==> src/rtl/multiport_register_file.sv <==
// -----------------------------------------------------------------------------
// multiport_register_file
//
// Register file with one byte-enabled write port and two independent
// registered read ports (A and B). Every entry carries a valid bit that is set
// by any write with at least one byte enable high and cleared only by reset.
// A read that targets the entry being written on the same edge returns the
// post-write merged value (bypass). With R0_ZERO=1, entry 0 is hardwired to
// zero and always reads back as valid.
//
// Parameters
//   DATA_W  : register width in bits (multiple of 8)
//   ADDR_W  : address width, DEPTH = 2**ADDR_W
//   R0_ZERO : 1 = entry 0 reads as zero and ignores writes
//
// Ports
//   clk            : single clock, all state updates on the rising edge
//   reset          : synchronous active-high reset (clears storage + outputs)
//   we             : write enable
//   wAddr          : write address
//   wData          : write data
//   wBe            : byte enables, bit i selects wData[8i+7:8i]
//   rAddrA/rAddrB  : read addresses
//   rDataA/rDataB  : registered read data (1-cycle latency)
//   rValidA/rValidB: registered "entry written since reset" flags
// -----------------------------------------------------------------------------
module multiport_register_file #(
    parameter int DATA_W  = 32,
    parameter int ADDR_W  = 3,
    parameter int R0_ZERO = 0
) (
    input  logic                  clk,
    input  logic                  reset,
    input  logic                  we,
    input  logic [ADDR_W-1:0]     wAddr,
    input  logic [DATA_W-1:0]     wData,
    input  logic [DATA_W/8-1:0]   wBe,
    input  logic [ADDR_W-1:0]     rAddrA,
    input  logic [ADDR_W-1:0]     rAddrB,
    output logic [DATA_W-1:0]     rDataA,
    output logic [DATA_W-1:0]     rDataB,
    output logic                  rValidA,
    output logic                  rValidB
);

    localparam int DEPTH  = 2 ** ADDR_W;
    localparam int NBYTES = DATA_W / 8;
    localparam int NPORTS = 2;

    generate
        if ((DATA_W % 8) != 0 || DATA_W < 8) begin : gBadWidth
            $error("multiport_register_file: DATA_W must be a positive multiple of 8");
        end
    endgenerate

    // -------------------------------------------------------------------------
    // Write-side decode
    // -------------------------------------------------------------------------
    logic [DATA_W-1:0] byteMask;     // wBe expanded to one bit per data bit
    logic              writeAny;     // a write that changes something
    logic              writeBlocked; // write aimed at a hardwired-zero entry 0
    logic              writeEff;     // write that actually lands in storage
    logic [DATA_W-1:0] mergedData;   // post-write value of entry wAddr

    genvar gi;

    generate
        for (gi = 0; gi < NBYTES; gi++) begin : gByteMask
            assign byteMask[gi*8 +: 8] = {8{wBe[gi]}};
        end
    endgenerate

    assign writeAny     = we & (|wBe);
    assign writeBlocked = (R0_ZERO != 0) && (wAddr == '0);
    assign writeEff     = writeAny & ~writeBlocked;

    // Storage outputs, one element per entry, each driven by its own
    // generate block so no array element has more than one driver.
    logic [DATA_W-1:0] entryData  [DEPTH];
    logic              entryValid [DEPTH];

    // The merge reads the current contents of the target entry; bytes whose
    // enable is low keep their old value.
    assign mergedData = (entryData[wAddr] & ~byteMask) | (wData & byteMask);

    // -------------------------------------------------------------------------
    // Storage: one flip-flop word plus a valid flag per entry
    // -------------------------------------------------------------------------
    generate
        for (gi = 0; gi < DEPTH; gi++) begin : gEntry
            if ((R0_ZERO != 0) && (gi == 0)) begin : gZero
                // Hardwired entry: no storage at all, always valid.
                assign entryData[gi]  = '0;
                assign entryValid[gi] = 1'b1;
            end else begin : gStore
                logic [DATA_W-1:0] dataReg;
                logic              validReg;
                logic              hit;

                assign hit = writeEff && (wAddr == ADDR_W'(gi));

                // Reset wins over a simultaneous write.
                always_ff @(posedge clk) begin
                    if (reset) begin
                        dataReg  <= '0;
                        validReg <= 1'b0;
                    end else if (hit) begin
                        dataReg  <= mergedData;
                        validReg <= 1'b1;
                    end
                end

                assign entryData[gi]  = dataReg;
                assign entryValid[gi] = validReg;
            end
        end
    endgenerate

    // -------------------------------------------------------------------------
    // Read ports: identical logic instantiated per port
    // -------------------------------------------------------------------------
    logic [ADDR_W-1:0] portAddr  [NPORTS];
    logic [DATA_W-1:0] portData  [NPORTS];
    logic              portValid [NPORTS];

    assign portAddr[0] = rAddrA;
    assign portAddr[1] = rAddrB;

    generate
        for (gi = 0; gi < NPORTS; gi++) begin : gReadPort
            logic [DATA_W-1:0] dataNext;
            logic              validNext;
            logic [DATA_W-1:0] dataReg;
            logic              validReg;

            always_comb begin
                dataNext  = entryData[portAddr[gi]];
                validNext = entryValid[portAddr[gi]];
                // Same-edge write to the addressed entry: return the value the
                // entry will hold after this edge.
                if (writeEff && (portAddr[gi] == wAddr)) begin
                    dataNext  = mergedData;
                    validNext = 1'b1;
                end
                // A blocked write to entry 0 never reaches writeEff, and the
                // zero entry already reads as 0/valid, so no extra case here.
            end

            always_ff @(posedge clk) begin
                if (reset) begin
                    dataReg  <= '0;
                    validReg <= 1'b0;
                end else begin
                    dataReg  <= dataNext;
                    validReg <= validNext;
                end
            end

            assign portData[gi]  = dataReg;
            assign portValid[gi] = validReg;
        end
    endgenerate

    assign rDataA  = portData[0];
    assign rDataB  = portData[1];
    assign rValidA = portValid[0];
    assign rValidB = portValid[1];

endmodule

==> config.mk <==
export PLATFORM = sky130hd
export DESIGN_NAME = multiport_register_file
export DESIGN_NICKNAME = d
export VERILOG_FILES = /design/src/rtl/multiport_register_file.sv
export SDC_FILE = /design/constraint.sdc
export NUM_CORES = 1
export LEC_CHECK = 0
export ABC_CLOCK_PERIOD_IN_PS = 4200
export CAP_MARGIN = 20
export CORE_ASPECT_RATIO = 0.8
export CORE_MARGIN = 1.5
export CORE_UTILIZATION = 30
export CTS_BUF_LIST = sky130_fd_sc_hd__clkbuf_8
export DETAILED_ROUTE_END_ITERATION = 7
export PLACE_DENSITY_LB_ADDON = 0.25
export SLEW_MARGIN = 0
export SYNTH_ARGS = -nofsm -noshare
export SYNTH_HDL_FRONTEND = slang
export SYNTH_SLANG_ARGS = --single-unit
==> constraint.sdc <==
create_clock -name clk -period 4.2 [get_ports clk]
set_input_delay 1.26 -clock clk [delete_from_list [all_inputs] [get_ports clk]]
set_output_delay 1.26 -clock clk [all_outputs]
set_load 0.02 [all_outputs]
* Word level (Yosys, flattened, before mapping)
Cells that the tools add are included.
** Cells by class
- Magnitude comparators :: 3
- Equality and inequality tests :: 9
- Reductions and logical operators :: 12
- Bitwise gates (word level) :: 8
- Mux-type cells :: 19
** Operators by type and width (count)
- $bmux 32 s3 :: 3
- $mux 32 :: 8
- $and 32x32->32 :: 2
- $not 32->32 :: 1
- $or 32x32->32 :: 1
- $eq 3x3->1 const B :: 4
- $ge 4x4->1 const B :: 3
- $not 3->4 :: 3
- $logic_and 1x1->1 :: 10
- $bmux 1 s3 :: 2
- $eq 3x2->1 const B :: 2
- $eq 3x3->1 :: 2
- $mux 1 :: 6
- $reduce_or 4->1 :: 1
- $eq 3x1->1 const B :: 1
- $logic_not 3->1 :: 1
- $and 1x1->1 :: 1
** Word-level totals
- Register bits :: 330
- Output and inout port bits :: 66
- Input bits :: 48

* Logic depth before layout (Yosys ltp)
- Depth in word-level cells :: 7
- Gate-level depth with buffers :: 9
- Gate-level depth less buffers :: 4

* Worst setup path after synthesis
Ideal clock, no wire load.
- Kind :: input to register
- Start point :: input port wAddr[1]
- End point :: register gEntry[4].gStore.dataReg[14]
- Data required time :: 4.109 ns
- Arrival time :: 2.679 ns
- Stages on the path :: 8
- Setup time :: 0.091 ns
- Path slack :: 1.430 ns
- Cells stage by stage :: buf_2 > buf_4 > buf_2 > nor4_1 > buf_2 > buf_2 > nor2_1 > a311oi_1
** On the way
- Longest elaborated chain between the ends :: 6
** Ends and longest elaborated chain
- start, declared :: line 35 : input logic [ADDR_W-1:0] wAddr,
- $not 3->4 (not written as such) :: line 84 : assign mergedData = (entryData[wAddr] & ~byteMask) | (wData & byteMask);
- $bmux 32 s3 :: line 84
- $mux 32 (not written as such) (2 in series) :: line 84
- $and 32x32->32 :: line 84
- $or 32x32->32 :: line 84
- end signal, assigned :: line 108 : dataReg <= mergedData;
- end, declared :: line 96 : logic [DATA_W-1:0] dataReg;
Parallel ways exist; a longest one is shown, timed or not. The select of a mux whose other input is x is not followed.
A chain may end at the register's enable or synchronous reset.

* Final worst setup path
- Start point :: input port wBe[3]
- End point :: register gReadPort[1].dataReg[18], in the netlist rDataB[18]
** On the way
- Longest elaborated chain between the ends :: 4
** Ends and longest elaborated chain
- start, declared :: line 37 : input logic [DATA_W/8-1:0] wBe,
- $reduce_or 4->1 :: line 73 : assign writeAny = we & (|wBe);
- $and 1x1->1 :: line 73
- $logic_and 1x1->1 :: line 141 : if (writeEff && (portAddr[gi] == wAddr)) begin
- $mux 32 :: line 141
- end signal, assigned :: line 154 : dataReg <= dataNext;
- end, declared :: line 133 : logic [DATA_W-1:0] dataReg;
Every way passes these cells.

==> summary.txt <==
Outcome
  – Status: finished, final reports clean

Setup path
  – Critical-path maximum fanout: 42
  – CP Data Arrival Time: 3.75 ns
  – Slack of the worst reg-to-reg path: 2.58 ns
  – Setup crit start: wBe[3]
  – Startpoint Class: primary input
  – Endpoint of the most critical register-to-register path: rDataB[18]
  – Type of the worst setup path: in2reg
  – Worst Setup End Kind: flip-flop
  – Start of the worst register-to-register path: gEntry[2].gStore.dataReg[18]
  – Critical Path RT: 4.73 ns
  – Path depth of the worst reg2reg path: 4

CTS
  – Resized Gates After CTS: 0
  – Setup repair bufs after CTS: 0
  – Post-CTS Hold Fix Bufs: 0
  – CTS tree: built
  – Clock H-tree levels: 2
  – Number of sinks handled by clock tree synthesis: 330
  – Root cell of the clock tree: clkbuf_8
  – Deepest clock path buffer count: 3
  – Total CTS buffers: 59
  – Clock latency of the later-clocked register in the worst-skew pair: 0.66 ns
  – Clock-pin slew of the registers on the worst-case setup and hold paths: 0.06 ns

GRT
  – Wire length of the first global-routing pass: 101 mm
  – Global route total overflow: 0
  – Global-route usage over all layers: 0.216
  – Via count of the first global-routing pass: 16.3k
  – Maximum number of pins on one net before global-route repair: 106
  – Initial antenna violation count: 0

Route
  – Total number of vias: 16.6k
  – Detailed Route Iter0 Violations: 1,591
  – Routed WL per cell: 24.5 um
  – Pre-Repair DR Iteration Count: 6
  – Avg Vias per Cell: 6.02
  – Count of unresolved DRC violations after routing: 0
  – Final Routed Wirelength: 67.5 mm
  – Routed Antenna Nets: 0

Hold path
  – Hold Path Sink: gEntry[7].gStore.validReg
  – Cell depth of the worst hold path: 2
  – Startpoint of the most critical hold path: gEntry[7].gStore.validReg
  – Class of the tightest hold or removal check: reg2reg

Floorplan
  – X dimension of the die: 275 um
  – Core region area: 58,400 um^2
  – Die height: 221 um
  – Site row count: 79
  – Die Footprint: 60,900 um^2
  – Total I/O pin count: 114
  – Effective utilization at floorplan: 0.305

Power
  – Max rail drop VDD: 0.213 mV
  – Power per Cell Area: 376 nW/um^2
  – Static leakage: 0.00755 uW

Logic synthesis
  – Number of synthesized register bits: 330
  – Sequential-to-total area share from yosys stat: 0.371
  – Synthesized Nets: 1,959
  – Cell type with the highest aggregate area in the netlist: dfxtp_1
  – Gate count of the mapped netlist: 1,911
  – Count of flip-flops with a built-in enable after synthesis: 0
  – Synth Area per Inst: 9.32 um^2
  – Post-synthesis instance area: 17,800 um^2
  – Biggest area contributors in the synthesized netlist: dfxtp_1, mux2i_1, a311oi_1
  – Netlist cell types: 30
  – Leading register cell type out of synthesis: dfxtp_1
  – Area fraction of the dominant cell type after synthesis: 0.371
  – Total number of yosys warnings: 0
  – Fraction of registers with async set or reset after synthesis: 0

STA
  – Final hold slack: 0.496 ns
  – Normalized max-slew margin: 0.322
  – Final number of max-transition violations: 0
  – Transition time of the tightest slew-check pin: 1.01 ns
  – Min Tclk post-route: 3.22 ns
  – RSZ-0062 raised after global routing: no
  – Setup Skew: 0.0262 ns
  – Endpoints failing setup: 0
  – Final number of hold-violating endpoints: 0
  – Post-route setup slack: 0.979 ns
  – Final period utilization: 0.767
  – Total negative slack for setup checks: 0 ns
  – Peak Freq: 310 MHz

Final layout
  – Synth-to-Final Area Change: 18.6%
  – Number of nets in the layout: 1,987
  – Area of combinational cells with multiple inputs: 10,400 um^2
  – Fraction of layout cells with a size suffix above 1: 0.142
  – # fillers: 5,840
  – Antenna fix cells: 0
  – FF+latch area: 6610 um^2

Place
  – Port buffer count: 113
  – Final HPWL DP: 39.3 mm
  – Placer congestion estimate: 0.816
  – Post-placement setup slack: 0.333 ns

Flow run
  – Count of max-cap constraint violations: 0
## per-stage QoR
step            util  cell area (um^2)  total power (uW)  instances
2_1_floorplan      -             17800              4290       1911
3_3_place_gp   0.341             19900              4810       2647
3_5_place_dp   0.341             19900              4820       2647
4_1_cts        0.362             21100              7990       2754
5_1_grt        0.362             21100              8260       2754
6_report       0.362             21100              7940       2754
## synthesized netlist by cell type, types with 3 or more instances
library cell  number
nor2b_1            6
or2_2             31
a22oi_1          128
mux2i_1          288
xor2_1             6
mux2_2            64
buf_1              8
buf_4              6
o22ai_1           62
a21o_1            31
mux4_2             4
clkbuf_1         115
a211o_1           31
nor3_1             3
buf_2             81
nor2_1           278
nand2_1           34
nor4_1             6
a311oi_1         320
dfxtp_1          330
a21oi_1           65
## layout make-up
type | instances | share of cell area
multi-input combinational | 1368 | 0.492
sequential | 330 | 0.313
timing repair buffer | 178 | 0.0912
clock buffer | 79 | 0.0514
tap | 769 | 0.0455
clock inverter | 28 | 0.00687
inverter | 2 | 0.000355
## placed cells by master, fill, tap and decap left out, types with 3 or more instances in the layout
| master | n |
|---|---|
| dfxtp_1 | 330 |
| a311oi_1 | 320 |
| mux2i_1 | 288 |
| nor2_1 | 274 |
| a22oi_1 | 128 |
| clkdlybuf4s50_1 | 107 |
| clkbuf_8 | 79 |
| a21oi_1 | 65 |
| mux2_2 | 64 |
| o22ai_1 | 62 |
| buf_4 | 41 |
| nand2_1 | 34 |
| a21o_1 | 31 |
| or2_2 | 31 |
| a211o_1 | 31 |
| buf_12 | 25 |
| inv_1 | 18 |
| clkinv_2 | 11 |
| xor2_1 | 6 |
| nor4_2 | 6 |
| nor2_4 | 4 |
| nor2b_4 | 4 |
| mux4_2 | 4 |
| nor3_2 | 3 |
## flip-flops by register name, indices dropped and copies added (netlist names)
signal                  count
rValidB                     1
rDataB                     32
rValidA                     1
gEntry.gStore.dataReg     256
gEntry.gStore.validReg      8
rDataA                     32
## report_power, final
part	leakage (uW)	internal (uW)	switching (uW)	total, uW
clock	0.000710	1730	1430	3160
sequential	0.00269	3280	123	3400
combinational	0.00415	552	832	1380
## worst max-delay path by stage
stage | slack [ns] | end
6_report | 0.98 | rDataB[18]
5_1_grt | 0.95 | rDataB[18]
4_1_cts | 1.06 | gEntry[7].gStore.dataReg[3]
3_5_place_dp | 0.33 | gEntry[7].gStore.dataReg[3]
3_3_place_gp | 0.43 | rDataB[18]
2_1_floorplan | 1.43 | gEntry[4].gStore.dataReg[14]
## metal layers
layer,wire (um),GRT usage
met5,0,0
met4,2290,0.0866
met3,5110,0.0416
met2,29800,0.329
met1,30300,0.297
## kinds of logic after synthesis
group,after synthesis,share of synthesized area
XOR/XNOR,6,0.00295
AO/OA/AOI/OAI,643,0.283
multiplexers,356,0.207
buffers and inverters,213,0.0522
flip-flops,330,0.371
AND/OR/NAND/NOR,363,0.0834
## critical path: stages
cell	delay, ns
clkdlybuf4s50_1	0.58
o41ai_4	1.01
nor4_2	0.18
buf_12	0.26
a311oi_1	0.42
Note: power is estimated with default switching activity, not from simulation.
